### src/rtl/prefetch_pkg.sv
// Shared types and push-limit derivation for the flow prefetch buffer.
// PREFETCH_REINSERT_RESERVE_EN keeps one slot per flow free for reinserts.
package prefetch_pkg;

  localparam int FLOW_ID_W = 8;
  localparam int CNT_MAX_W = 7;

  typedef logic [FLOW_ID_W-1:0] flow_id_t;
  typedef logic [CNT_MAX_W-1:0] cnt_t;

  typedef struct packed {
    logic push;
    logic reinsert;
    logic pop;
  } flow_req_t;

  function automatic int push_limit(input int depth);
`ifdef PREFETCH_REINSERT_RESERVE_EN
    return depth - 1;
`else
    return depth;
`endif
  endfunction

  function automatic logic id_hit(input flow_id_t id, input int f);
    return id == flow_id_t'(f);
  endfunction

endpackage

### src/rtl/flow_deque.sv
// One flow queue: circular deque with tail push, head reinsert and head pop.
// Push limit comes from prefetch_pkg (PREFETCH_REINSERT_RESERVE_EN aware).
module flow_deque
  import prefetch_pkg::*;
#(
  parameter int DEPTH      = 4,
  parameter int DATA_WIDTH = 8,
  parameter int CNT_WIDTH  = $clog2(DEPTH + 1)
) (
  input  logic                  clk,
  input  logic                  reset,
  input  flow_req_t             req,
  input  logic [DATA_WIDTH-1:0] push_data,
  input  logic [DATA_WIDTH-1:0] reinsert_data,
  output logic [DATA_WIDTH-1:0] head_data,
  output logic [CNT_WIDTH-1:0]  count,
  output logic                  push_ok,
  output logic                  reinsert_drop
);

  localparam int PW         = (DEPTH > 1) ? $clog2(DEPTH) : 1;
  localparam int PUSH_LIMIT = push_limit(DEPTH);

  logic [DATA_WIDTH-1:0] mem [DEPTH];
  logic [PW-1:0] head;
  logic [PW-1:0] head_dec;
  logic [PW-1:0] head_inc;
  logic [PW-1:0] tail;
  cnt_t cnt_ext;
  cnt_t sum;
  cnt_t cnt_nxt;
  logic empty;
  logic pop_ok;
  logic pop_only;
  logic overwrite;
  logic reins_ok;
  logic reins_drop;
  logic push_acc;

  always_comb begin
    cnt_ext    = cnt_t'(count);
    empty      = (count == '0);
    pop_ok     = req.pop && !empty;
    overwrite  = pop_ok && req.reinsert;
    pop_only   = pop_ok && !req.reinsert;
    reins_ok   = req.reinsert && !pop_ok
              && (cnt_ext < cnt_t'(DEPTH));
    reins_drop = req.reinsert && !pop_ok && !reins_ok;
    // a same-cycle pop does not free a slot for push
    push_ok    = (cnt_ext + cnt_t'(reins_ok))
               < cnt_t'(PUSH_LIMIT);
    push_acc   = req.push && push_ok;
    head_dec   = (head == '0) ? PW'(DEPTH - 1)
                              : head - PW'(1);
    head_inc   = (head == PW'(DEPTH - 1)) ? '0
                                          : head + PW'(1);
    sum        = cnt_t'(head) + cnt_ext;
    tail       = (sum >= cnt_t'(DEPTH))
               ? PW'(sum - cnt_t'(DEPTH)) : PW'(sum);
    cnt_nxt    = cnt_ext + cnt_t'(reins_ok)
               + cnt_t'(push_acc) - cnt_t'(pop_only);
    head_data  = empty ? '0 : mem[head];
  end

  always_ff @(posedge clk or negedge reset) begin
    if (!reset) begin
      head          <= '0;
      count         <= '0;
      reinsert_drop <= 1'b0;
    end else begin
      reinsert_drop <= reins_drop;
      count         <= CNT_WIDTH'(cnt_nxt);
      unique case (1'b1)
        reins_ok: head <= head_dec;
        pop_only: head <= head_inc;
        default:  head <= head;
      endcase
    end
  end

  always_ff @(posedge clk) begin
    if (overwrite) mem[head] <= reinsert_data;
    if (reins_ok)  mem[head_dec] <= reinsert_data;
    if (push_acc)  mem[tail] <= push_data;
  end

endmodule

### src/rtl/flow_prefetch_buffer.sv
// Per-flow prefetch deques with tail push, head reinsert and indexed pop.
// Define PREFETCH_REINSERT_RESERVE_EN to reserve one slot per flow.
module flow_prefetch_buffer
  import prefetch_pkg::*;
#(
  parameter  int NUM_FLOWS  = 16,
  parameter  int DEPTH      = 4,
  parameter  int DATA_WIDTH = 8,
  localparam int IDX_WIDTH  = $clog2(NUM_FLOWS + 1),
  localparam int CNT_WIDTH  = $clog2(DEPTH + 1)
) (
  input  logic                  clk,
  input  logic                  reset,
  input  logic                  i__push_valid,
  input  logic [IDX_WIDTH-1:0]  i__push_flow_id,
  input  logic [DATA_WIDTH-1:0] i__push_data,
  output logic                  o__push_flow_not_full,
  input  logic                  i__reinsert_valid,
  input  logic [IDX_WIDTH-1:0]  i__reinsert_flow_id,
  input  logic [DATA_WIDTH-1:0] i__reinsert_data,
  output logic                  o__reinsert_drop,
  input  logic                  i__pop,
  input  logic [IDX_WIDTH-1:0]  i__pop_flow_id,
  output logic                  o__pop_valid,
  output logic [DATA_WIDTH-1:0] o__pop_data,
  output logic [NUM_FLOWS-1:0]  o__flow_nonempty,
  output logic [CNT_WIDTH-1:0]  o__pop_flow_count
);

  logic [CNT_WIDTH-1:0]  cnt  [NUM_FLOWS];
  logic [DATA_WIDTH-1:0] head [NUM_FLOWS];
  logic [NUM_FLOWS-1:0]  push_ok;
  logic [NUM_FLOWS-1:0]  drop;

  for (genvar f = 0; f < NUM_FLOWS; f++) begin : g_flow
    flow_req_t req;

    always_comb begin
      req.push     = i__push_valid
                  && id_hit(flow_id_t'(i__push_flow_id), f);
      req.reinsert = i__reinsert_valid
                  && id_hit(flow_id_t'(i__reinsert_flow_id), f);
      req.pop      = i__pop
                  && id_hit(flow_id_t'(i__pop_flow_id), f);
    end

    flow_deque #(
      .DEPTH      (DEPTH),
      .DATA_WIDTH (DATA_WIDTH),
      .CNT_WIDTH  (CNT_WIDTH)
    ) u_deque (
      .clk           (clk),
      .reset         (reset),
      .req           (req),
      .push_data     (i__push_data),
      .reinsert_data (i__reinsert_data),
      .head_data     (head[f]),
      .count         (cnt[f]),
      .push_ok       (push_ok[f]),
      .reinsert_drop (drop[f])
    );

    assign o__flow_nonempty[f] = (cnt[f] != '0);
  end

  // out-of-range ids match no flow, so outputs stay 0
  always_comb begin
    o__pop_valid          = 1'b0;
    o__pop_data           = '0;
    o__pop_flow_count     = '0;
    o__push_flow_not_full = 1'b0;
    for (int f = 0; f < NUM_FLOWS; f++) begin
      if (i__pop_flow_id == IDX_WIDTH'(f)) begin
        o__pop_valid      = (cnt[f] != '0);
        o__pop_data       = head[f];
        o__pop_flow_count = cnt[f];
      end
      if (i__push_flow_id == IDX_WIDTH'(f))
        o__push_flow_not_full = push_ok[f];
    end
    o__reinsert_drop = |drop;
  end

endmodule

### config.mk
export PLATFORM = sky130hd
export DESIGN_NAME = flow_prefetch_buffer
export DESIGN_NICKNAME = d
export VERILOG_FILES = /design/src/rtl/prefetch_pkg.sv /design/src/rtl/flow_deque.sv /design/src/rtl/flow_prefetch_buffer.sv
export SDC_FILE = /design/constraint.sdc
export NUM_CORES = 1
export LEC_CHECK = 0
export CORE_AREA = 4 4 274 478
export CTS_BUF_LIST = sky130_fd_sc_hd__clkbuf_8
export DETAILED_ROUTE_END_ITERATION = 8
export DIE_AREA = 0 0 278 482
export PLACE_DENSITY_LB_ADDON = 0.1
export SETUP_SLACK_MARGIN = 0.05
export SLEW_MARGIN = 20
export SYNTH_ARGS = -nofsm -noshare
export SYNTH_HDL_FRONTEND = slang
export SYNTH_HIERARCHICAL = 1
export SYNTH_SLANG_ARGS = --single-unit
export TNS_END_PERCENT = 30
### constraint.sdc
create_clock -name clk -period 4.7 [get_ports clk]
set_clock_uncertainty 0.1 [all_clocks]
set_input_delay 0.94 -clock clk [delete_from_list [all_inputs] [get_ports clk]]
set_output_delay 0.94 -clock clk [all_outputs]
set_load 0.02 [all_outputs]
==> impl_metrics.py, run 1 <==
metrics = {
    "run_status": {
        "outcome": "complete, but fails checks",
        "failed_checks": "setup timing",
    },
    "drt": {
        "drt_iter0_markers": 1550,
        "firstDrtPassIters": 5,
        "wirelength_um": 140000,
        "vias_per_cell": 5.16,
        "post_drt_wl_per_cell_um": 27.3,
        "num_vias": 26500,
        "final_antenna_net_count": 0,
        "route.detailed.drc": 0,
    },
    "pwr": {
        "power_uw": 21400,
        "power_density_nw_per_um2": 454,
        "power.leakage_uw": 0.0184,
        "worst_supply_voltage_drop_on_vdd_mv": 0.173,
    },
    "sta": {
        "fin_ws_ps": -313,
        "final_max_slew_viol_count": 0,
        "rsz0062_at_grt": "yes",
        "tightestPinTransition_ps": 1150,
        "setup_violations": 1,
        "final-hold-violation-count": 0,
        "fmax_ghz": 0.199,
        "final.period_utilization_pct": 107,
        "post-route-min-period_ps": 5010,
        "slew_headroom_pct": 23.5,
    },
    "global_route": {
        "globalRouteTotalUtil_pct": 20.7,
        "maximum_number_of_pins_on_one_net_before_global_route_repair": 65,
        "grt_antenna_before_repair": 4,
        "first_global_vias": 28700,
        "grt_first_pass_wirelength_um": 204000,
        "gr-total-overflow": 0,
    },
    "synthesis": {
        "post_synth_inst_count": 2802,
        "synth.net_count": 2966,
        "yosysWarnings": 6,
        "synth-edff-count": 512,
        "synth_async_sr_flop_share_pct": 15.8,
        "synth.avg_cell_area_um2": 13.5,
        "synth_flop_type": "edfxtp_1",
        "synthesis.area_um2": 37900,
        "synth-seq-area-share_pct": 46.9,
        "yosysUniqueCellTypes": 91,
        "synth.ff_latch_count": 608,
    },
    "worst_setup_path": {
        "setup.worst_path.class": "in2out",
        "slowest_stage_cell_cp": "mux4_2",
        "setup.worst_path.start_class": "primary input",
        "cp_cell_instances": "buf_4 > buf_12 > nor3b_2 > buf_4 > and3_1 > o21a_1 > nor2_1 > ha_1 > ha_1 > a21boi_1 > a21o_1 > mux4_2 > a21oi_4 > a311oi_4 > buf_6",
        "crit_arrival_ps": 3970,
        "critPathMaxStageDelay_ps": 550,
        "worstSetupEndpointType": "primary output",
        "crit_fanout": 8,
        "critPathRequiredTime_ps": 3660,
    },
    "floorplanning": {
        "rows": 173,
        "ioPinCount": 66,
        "starting_density_of_the_core_pct": 29.9,
        "floorplan.die_area_um2": 134000,
        "core_box_area_um2": 127000,
        "die-width_um": 278,
        "die_height_um": 482,
    },
    "clock_network": {
        "cts_made_buffers": 98,
        "cts_buffer_depth": 3,
        "buffer_type_at_the_clock_tree_root": "clkbuf_8",
        "numClockSinks": 608,
        "maximum_level_of_the_cts_h_tree": 3,
        "cts.clk_slew.worst_paths_ps": 70,
        "worstSkewPairLatency_ps": 800,
        "cts_tree": "done",
        "postCtsHoldBufs": 0,
    },
    "job": {
        "cap_violations": 0,
    },
    "final_layout": {
        "mostFrequentLayoutCell": "mux2_2",
        "mostFrequentLayoutCells": "521 x mux2_2, 512 x edfxtp_1, 465 x buf_4",
        "finish.cell_count_without_fillers": 5129,
        "finish.net_count": 3546,
        "areaGrowthSynthToFinish_pct": 24.5,
        "finalCoreUtilization_pct": 37.2,
        "post_route_cells_drive_above_1_share_pct": 45.2,
    },
    "min_path": {
        "hp-class": "in2async",
    },
    "placed_design": {
        "placedCellCount": 4901,
        "preCtsSetupSlack_ps": -1250,
        "gp_congestion": 0.944,
        "hpwl_um": 106000,
        "buffer_ports.inserted": 65,
    },
}
cell usage after synthesis (16+ instances only):
master	n	area share (%)
o22ai_1	26	0.43
nor3_1	37	0.49
xnor2_2	21	0.90
xnor2_1	41	0.95
o21ai_1	25	0.33
clkbuf_1	32	0.32
and3b_1	23	0.53
mux4_2	118	7.0
buf_2	42	0.55
nand2_1	104	1.0
xor2_1	25	0.58
edfxtp_1	512	41
mux2i_1	26	0.69
ha_1	112	3.7
mux4_1	16	1.1
dfrtp_1	96	6.3
and4_1	18	0.42
nor2_1	122	1.2
fa_1	16	0.84
a21oi_1	41	0.54
and2_1	35	0.58
inv_1	113	1.1
o21ai_0	101	1.3
mux2_2	521	15
nand4b_2	23	0.91
o21bai_1	18	0.36
buf_4	30	0.59
nor2b_1	144	2.4
nand2b_1	48	0.79
or3_1	19	0.31
cell type report:
type                            instances  area, um2
Sequential cell                       608      17800
Tap cell                             1662       2080
Inverter                              114        428
Timing Repair Buffer                  596       5290
Clock inverter                         82        551
Multi-Input combinational cell       1964      19700
Clock buffer                          101       1390
Antenna cell                            2       5.00
Fill cell                           12300      79600
state kept, by name, indices dropped and copies added (netlist names):
name / flops
g_flow.u_deque/count: 48
g_flow.u_deque/mem: 512
g_flow.u_deque/head: 32
g_flow.u_deque/reinsert_drop: 16
path summary, 6_finish.rpt:
check | start | to | slack (ps) | depth (start not counted)
worst max-delay path | i__pop_flow_id[2] | o__push_flow_not_full | -310 | 15
worst min-delay path | reset | g_flow[3].u_deque/head[1] | 60 | 1
worst max register to register | g_flow[10].u_deque/count[0] | g_flow[10].u_deque/count[2] | 1520 | 13
worst min register to register | g_flow[8].u_deque/count[2] | g_flow[8].u_deque/head[1] | 480 | 1
max in group asynchronous | reset | g_flow[7].u_deque/head[0] | 3460 | 2
min in group clk | g_flow[8].u_deque/count[2] | g_flow[8].u_deque/head[1] | 480 | 1
cells by family after synthesis:
group	count (synthesis)	share of synthesized area [%]
compound gates	367	6.45
buf+inv	230	2.83
xor+xnor	96	2.93
simple gates	678	11.6
mux	695	24.8
fa+ha+maj	128	4.54
flops	608	46.9
worst max-delay path: cells and delay by family:
family,cells,cell delay (ps)
AOI/OAI and AO/OA,5,840
and+or+nand+nor,3,570
buffers and inverters,4,640
muxes,1,550
adders and majority gates,2,420
power breakdown:
group          switching, uW  internal, uW
registers                658          6280
clock network           2330          2400
logic                   5430          4350
total                   8410         13000
per-layer routing:
metal | routed length [um] | GRT usage (%) | vias up
met5 | 13 | 0 | -
met4 | 5540 | 7.79 | 2
met3 | 4500 | 2.55 | 200
met2 | 80100 | 41.6 | 541
met1 | 49800 | 21.8 | 13700
li1 | - | - | 12000
metrics by stage:
stage / hold slack [ps] / setup TNS, ps / cell area [um2]
floorplan: 537 / -1.03 / 38000
global placement: 467 / -8580 / 44400
detailed placement: 472 / -13140 / 44400
CTS: 0.218 / -543 / 47000
global route: 56.0 / -513 / 47200
finish: 64.9 / -313 / 47200
timing repair:
item	4_1_cts	5_1_grt
cloned	0	0
setup buffers	26	18
gates resized for setup	176	45
setup endpoints to repair	13	10
pin swaps	27	28
Note: power is estimated with default switching activity, not from simulation.
==> inputs of run 2 (changes only) <==
--- a/config.mk
+++ b/config.mk
@@ -6,7 +6,7 @@
 export NUM_CORES = 1
 export LEC_CHECK = 0
 export CORE_AREA = 4 4 274 478
-export CTS_BUF_LIST = sky130_fd_sc_hd__clkbuf_8
+export CTS_BUF_LIST = sky130_fd_sc_hd__clkbuf_16
 export DETAILED_ROUTE_END_ITERATION = 8
 export DIE_AREA = 0 0 278 482
 export PLACE_DENSITY_LB_ADDON = 0.1
==> run 2 against run 1 <==
- the flow still finishes with violations (setup timing)
- maximum frequency decreased by 0.22%
- highest routed layer unchanged
- total power increased by 4.1%
- via count decreased by 0.55%
- cell area increased by 0.48%
- wire length decreased by 0.44%
- non-clock buffer count decreased by 9
- combinational power decreased by 1%
- hold slack improved by 160 ps
- die area unchanged
- clock power increased by 21%
- flip-flop and latch count unchanged
- first-iteration DRC count increased by 6.3%
- largest power group unchanged
==> impl_metrics.py, run 2 (same netlist as run 1, synthesis figures left out) <==
metrics = {
    "final_layout": {
        "mostFrequentLayoutCells": "521 x mux2_2, 512 x edfxtp_1, 455 x buf_4",
        "largest_registers_in_the_final_layout": "g_flow.u_deque/mem: 512 flops, g_flow.u_deque/count: 48 flops, g_flow.u_deque/head: 32 flops",
        "mostFrequentLayoutCell": "mux2_2",
        "areaGrowthSynthToFinish_pct": 25.1,
        "post_route_cells_drive_above_1_share_pct": 44.5,
        "largest_register": "g_flow.u_deque/mem",
        "largest_register_ffs": 512,
        "fill_count": 12300,
        "finish.net_count": 3506,
    },
    "worst_setup_path": {
        "worstSetupEndpointType": "primary output",
        "crit_path_frequent_cell": "ha_1",
        "setup.worst_path.start_class": "primary input",
        "critPathRequiredTime_ps": 3660,
        "crit_fanout": 7,
        "critPathMaxStageDelay_ps": 550,
        "setup.worst_path.class": "in2out",
        "crit_arrival_ps": 3980,
        "slowest_stage_cell_cp": "mux4_2",
        "cp_cell_instances": "buf_2 > buf_12 > nor3b_2 > buf_4 > and3_1 > o21a_1 > nor2_1 > ha_1 > ha_1 > a21boi_1 > a21o_1 > mux4_2 > a21oi_4 > a311oi_4 > buf_6",
    },
    "clock_network": {
        "cts_tree": "done",
        "numClockSinks": 608,
        "worstSkewPairLatency_ps": 650,
        "cts_buffer_depth": 3,
        "maximum_level_of_the_cts_h_tree": 3,
        "cts.clk_slew.worst_paths_ps": 70,
        "cts_made_buffers": 67,
        "buffer_type_at_the_clock_tree_root": "clkbuf_16",
    },
    "floorplanning": {
        "die-width_um": 278,
        "rows": 173,
        "floorplan.die_area_um2": 134000,
        "die_height_um": 482,
        "core_box_area_um2": 127000,
        "ioPinCount": 66,
        "starting_density_of_the_core_pct": 29.9,
    },
    "global_route": {
        "grt_first_pass_wirelength_um": 203000,
        "grt_antenna_before_repair": 4,
        "maximum_number_of_pins_on_one_net_before_global_route_repair": 65,
        "globalRouteTotalUtil_pct": 20.6,
        "gr-total-overflow": 0,
        "first_global_vias": 28300,
    },
    "drt": {
        "final_antenna_net_count": 0,
        "vias_per_cell": 5.20,
        "post_drt_wl_per_cell_um": 27.6,
        "firstDrtPassIters": 5,
        "topRoutingLayerUsed": "met5",
        "detail_route.wirelength.met1_um": 50000,
        "num_vias": 26300,
        "met3WireLength_um": 4580,
        "drt_iter0_markers": 1648,
        "wirelength_um": 139000,
        "detailroute.wirelength.met2_um": 80100,
        "route.detailed.drc": 0,
    },
    "placed_design": {
        "gp_congestion": 0.944,
        "hpwl_um": 106000,
        "buffer_ports.inserted": 65,
        "preCtsSetupSlack_ps": -1250,
    },
    "sta": {
        "fmax_ghz": 0.199,
        "fin_ws_ps": -324,
        "final.period_utilization_pct": 107,
        "hold-worst-slack_ps": 227,
        "final_max_slew_viol_count": 0,
        "slew_headroom_pct": 25.5,
        "post-route-min-period_ps": 5020,
        "final-hold-violation-count": 0,
        "setup_violations": 1,
        "tightestPinTransition_ps": 1120,
        "rsz0062_at_grt": "yes",
    },
    "pwr": {
        "power_density_nw_per_um2": 471,
        "worst_supply_voltage_drop_on_vdd_mv": 0.254,
        "power_uw": 22300,
        "power.leakage_uw": 0.0184,
    },
    "min_path": {
        "hp-class": "in2async",
    },
    "run_status": {
        "failed_checks": "setup timing",
        "outcome": "complete, but fails checks",
    },
    "job": {
        "cap_violations": 0,
    },
}
==> run 2: changes by cell type in the layout (fill, tap and decap cells not counted), sizes merged <==
cell / change
bufinv: +5
dlymetal6s2s: -1
dlygate4sd2: +4
clkbuf: -32
buf: -12
clkinv: -16
inv: -21
clkinvlp: +2
==> run 2: cell type report <==
cell class | instances | area (um2) | share of cell area (%)
Inverter | 114 | 428 | 0.902
Multi-Input combinational cell | 1964 | 19600 | 41.3
Sequential cell | 608 | 17800 | 37.5
Antenna cell | 2 | 5.00 | 0.0106
Clock buffer | 69 | 1730 | 3.64
Tap cell | 1662 | 2080 | 4.38
Clock inverter | 52 | 586 | 1.23
Timing Repair Buffer | 587 | 5220 | 11.0
==> run 2: path summary, 6_finish.rpt <==
path | from | endpoint | slack, ps | cells after the start
worst max-delay path | i__pop_flow_id[4] | o__push_flow_not_full | -320 | 15
worst min-delay path | reset | g_flow[3].u_deque/head[0] | 230 | 1
worst max register to register | g_flow[10].u_deque/count[0] | g_flow[10].u_deque/count[2] | 1540 | 13
worst min register to register | g_flow[8].u_deque/count[2] | g_flow[8].u_deque/head[1] | 500 | 1
max in group asynchronous | reset | g_flow[7].u_deque/head[0] | 3350 | 2
min in group clk | g_flow[8].u_deque/count[2] | g_flow[8].u_deque/head[1] | 500 | 1
==> run 2: critical path, delay by kind of cell <==
kind	cells	cell delay, ps
mux	1	550
buf+inv	4	640
simple gates	3	580
fa+ha+maj	2	420
compound gates	5	830
==> run 2: power by group <==
group	switching (uW)	total [uW]	internal, uW	leakage [uW]
registers	685	6960	6270	0.00575
logic	5370	9660	4290	0.0114
clock network	2370	5710	3340	0.00117
==> run 2: timing repair <==
action                     in CTS  in global routing
pin swaps                      23                 25
setup endpoints to repair      13                  8
hold buffers                    0                  0
setup buffers                  20                 14
gates resized for setup       142                 35
cloned                          0                  0
==> run 2: per-layer routing <==
metal | up-vias | GRT usage (%)
li1 | 11900 | -
met1 | 13800 | 21.9
met2 | 513 | 41.6
met3 | 161 | 2.47
met4 | 2 | 6.91
met5 | - | 0
==> run 2: through the flow <==
step	utilization, %	instance area (um2)	setup TNS, ps	instances
global route	37.4	47400	-535	5057
finish	37.4	47400	-324	5058
CTS	37.2	47200	-622	5042
detailed placement	35.0	44400	-13140	4901
floorplan	-	38000	-1.03	2802
global placement	35.0	44400	-8580	4901
==> inputs of run 3 (changes only) <==
--- a/config.mk
+++ b/config.mk
@@ -5,6 +5,7 @@
 export SDC_FILE = /design/constraint.sdc
 export NUM_CORES = 1
 export LEC_CHECK = 0
+export ABC_CLOCK_PERIOD_IN_PS = 4700
 export CORE_AREA = 4 4 274 478
 export CTS_BUF_LIST = sky130_fd_sc_hd__clkbuf_16
 export DETAILED_ROUTE_END_ITERATION = 8
==> results of run 3 <==
Same layout as run 2: the final DEF is identical, and so are final timing and power.
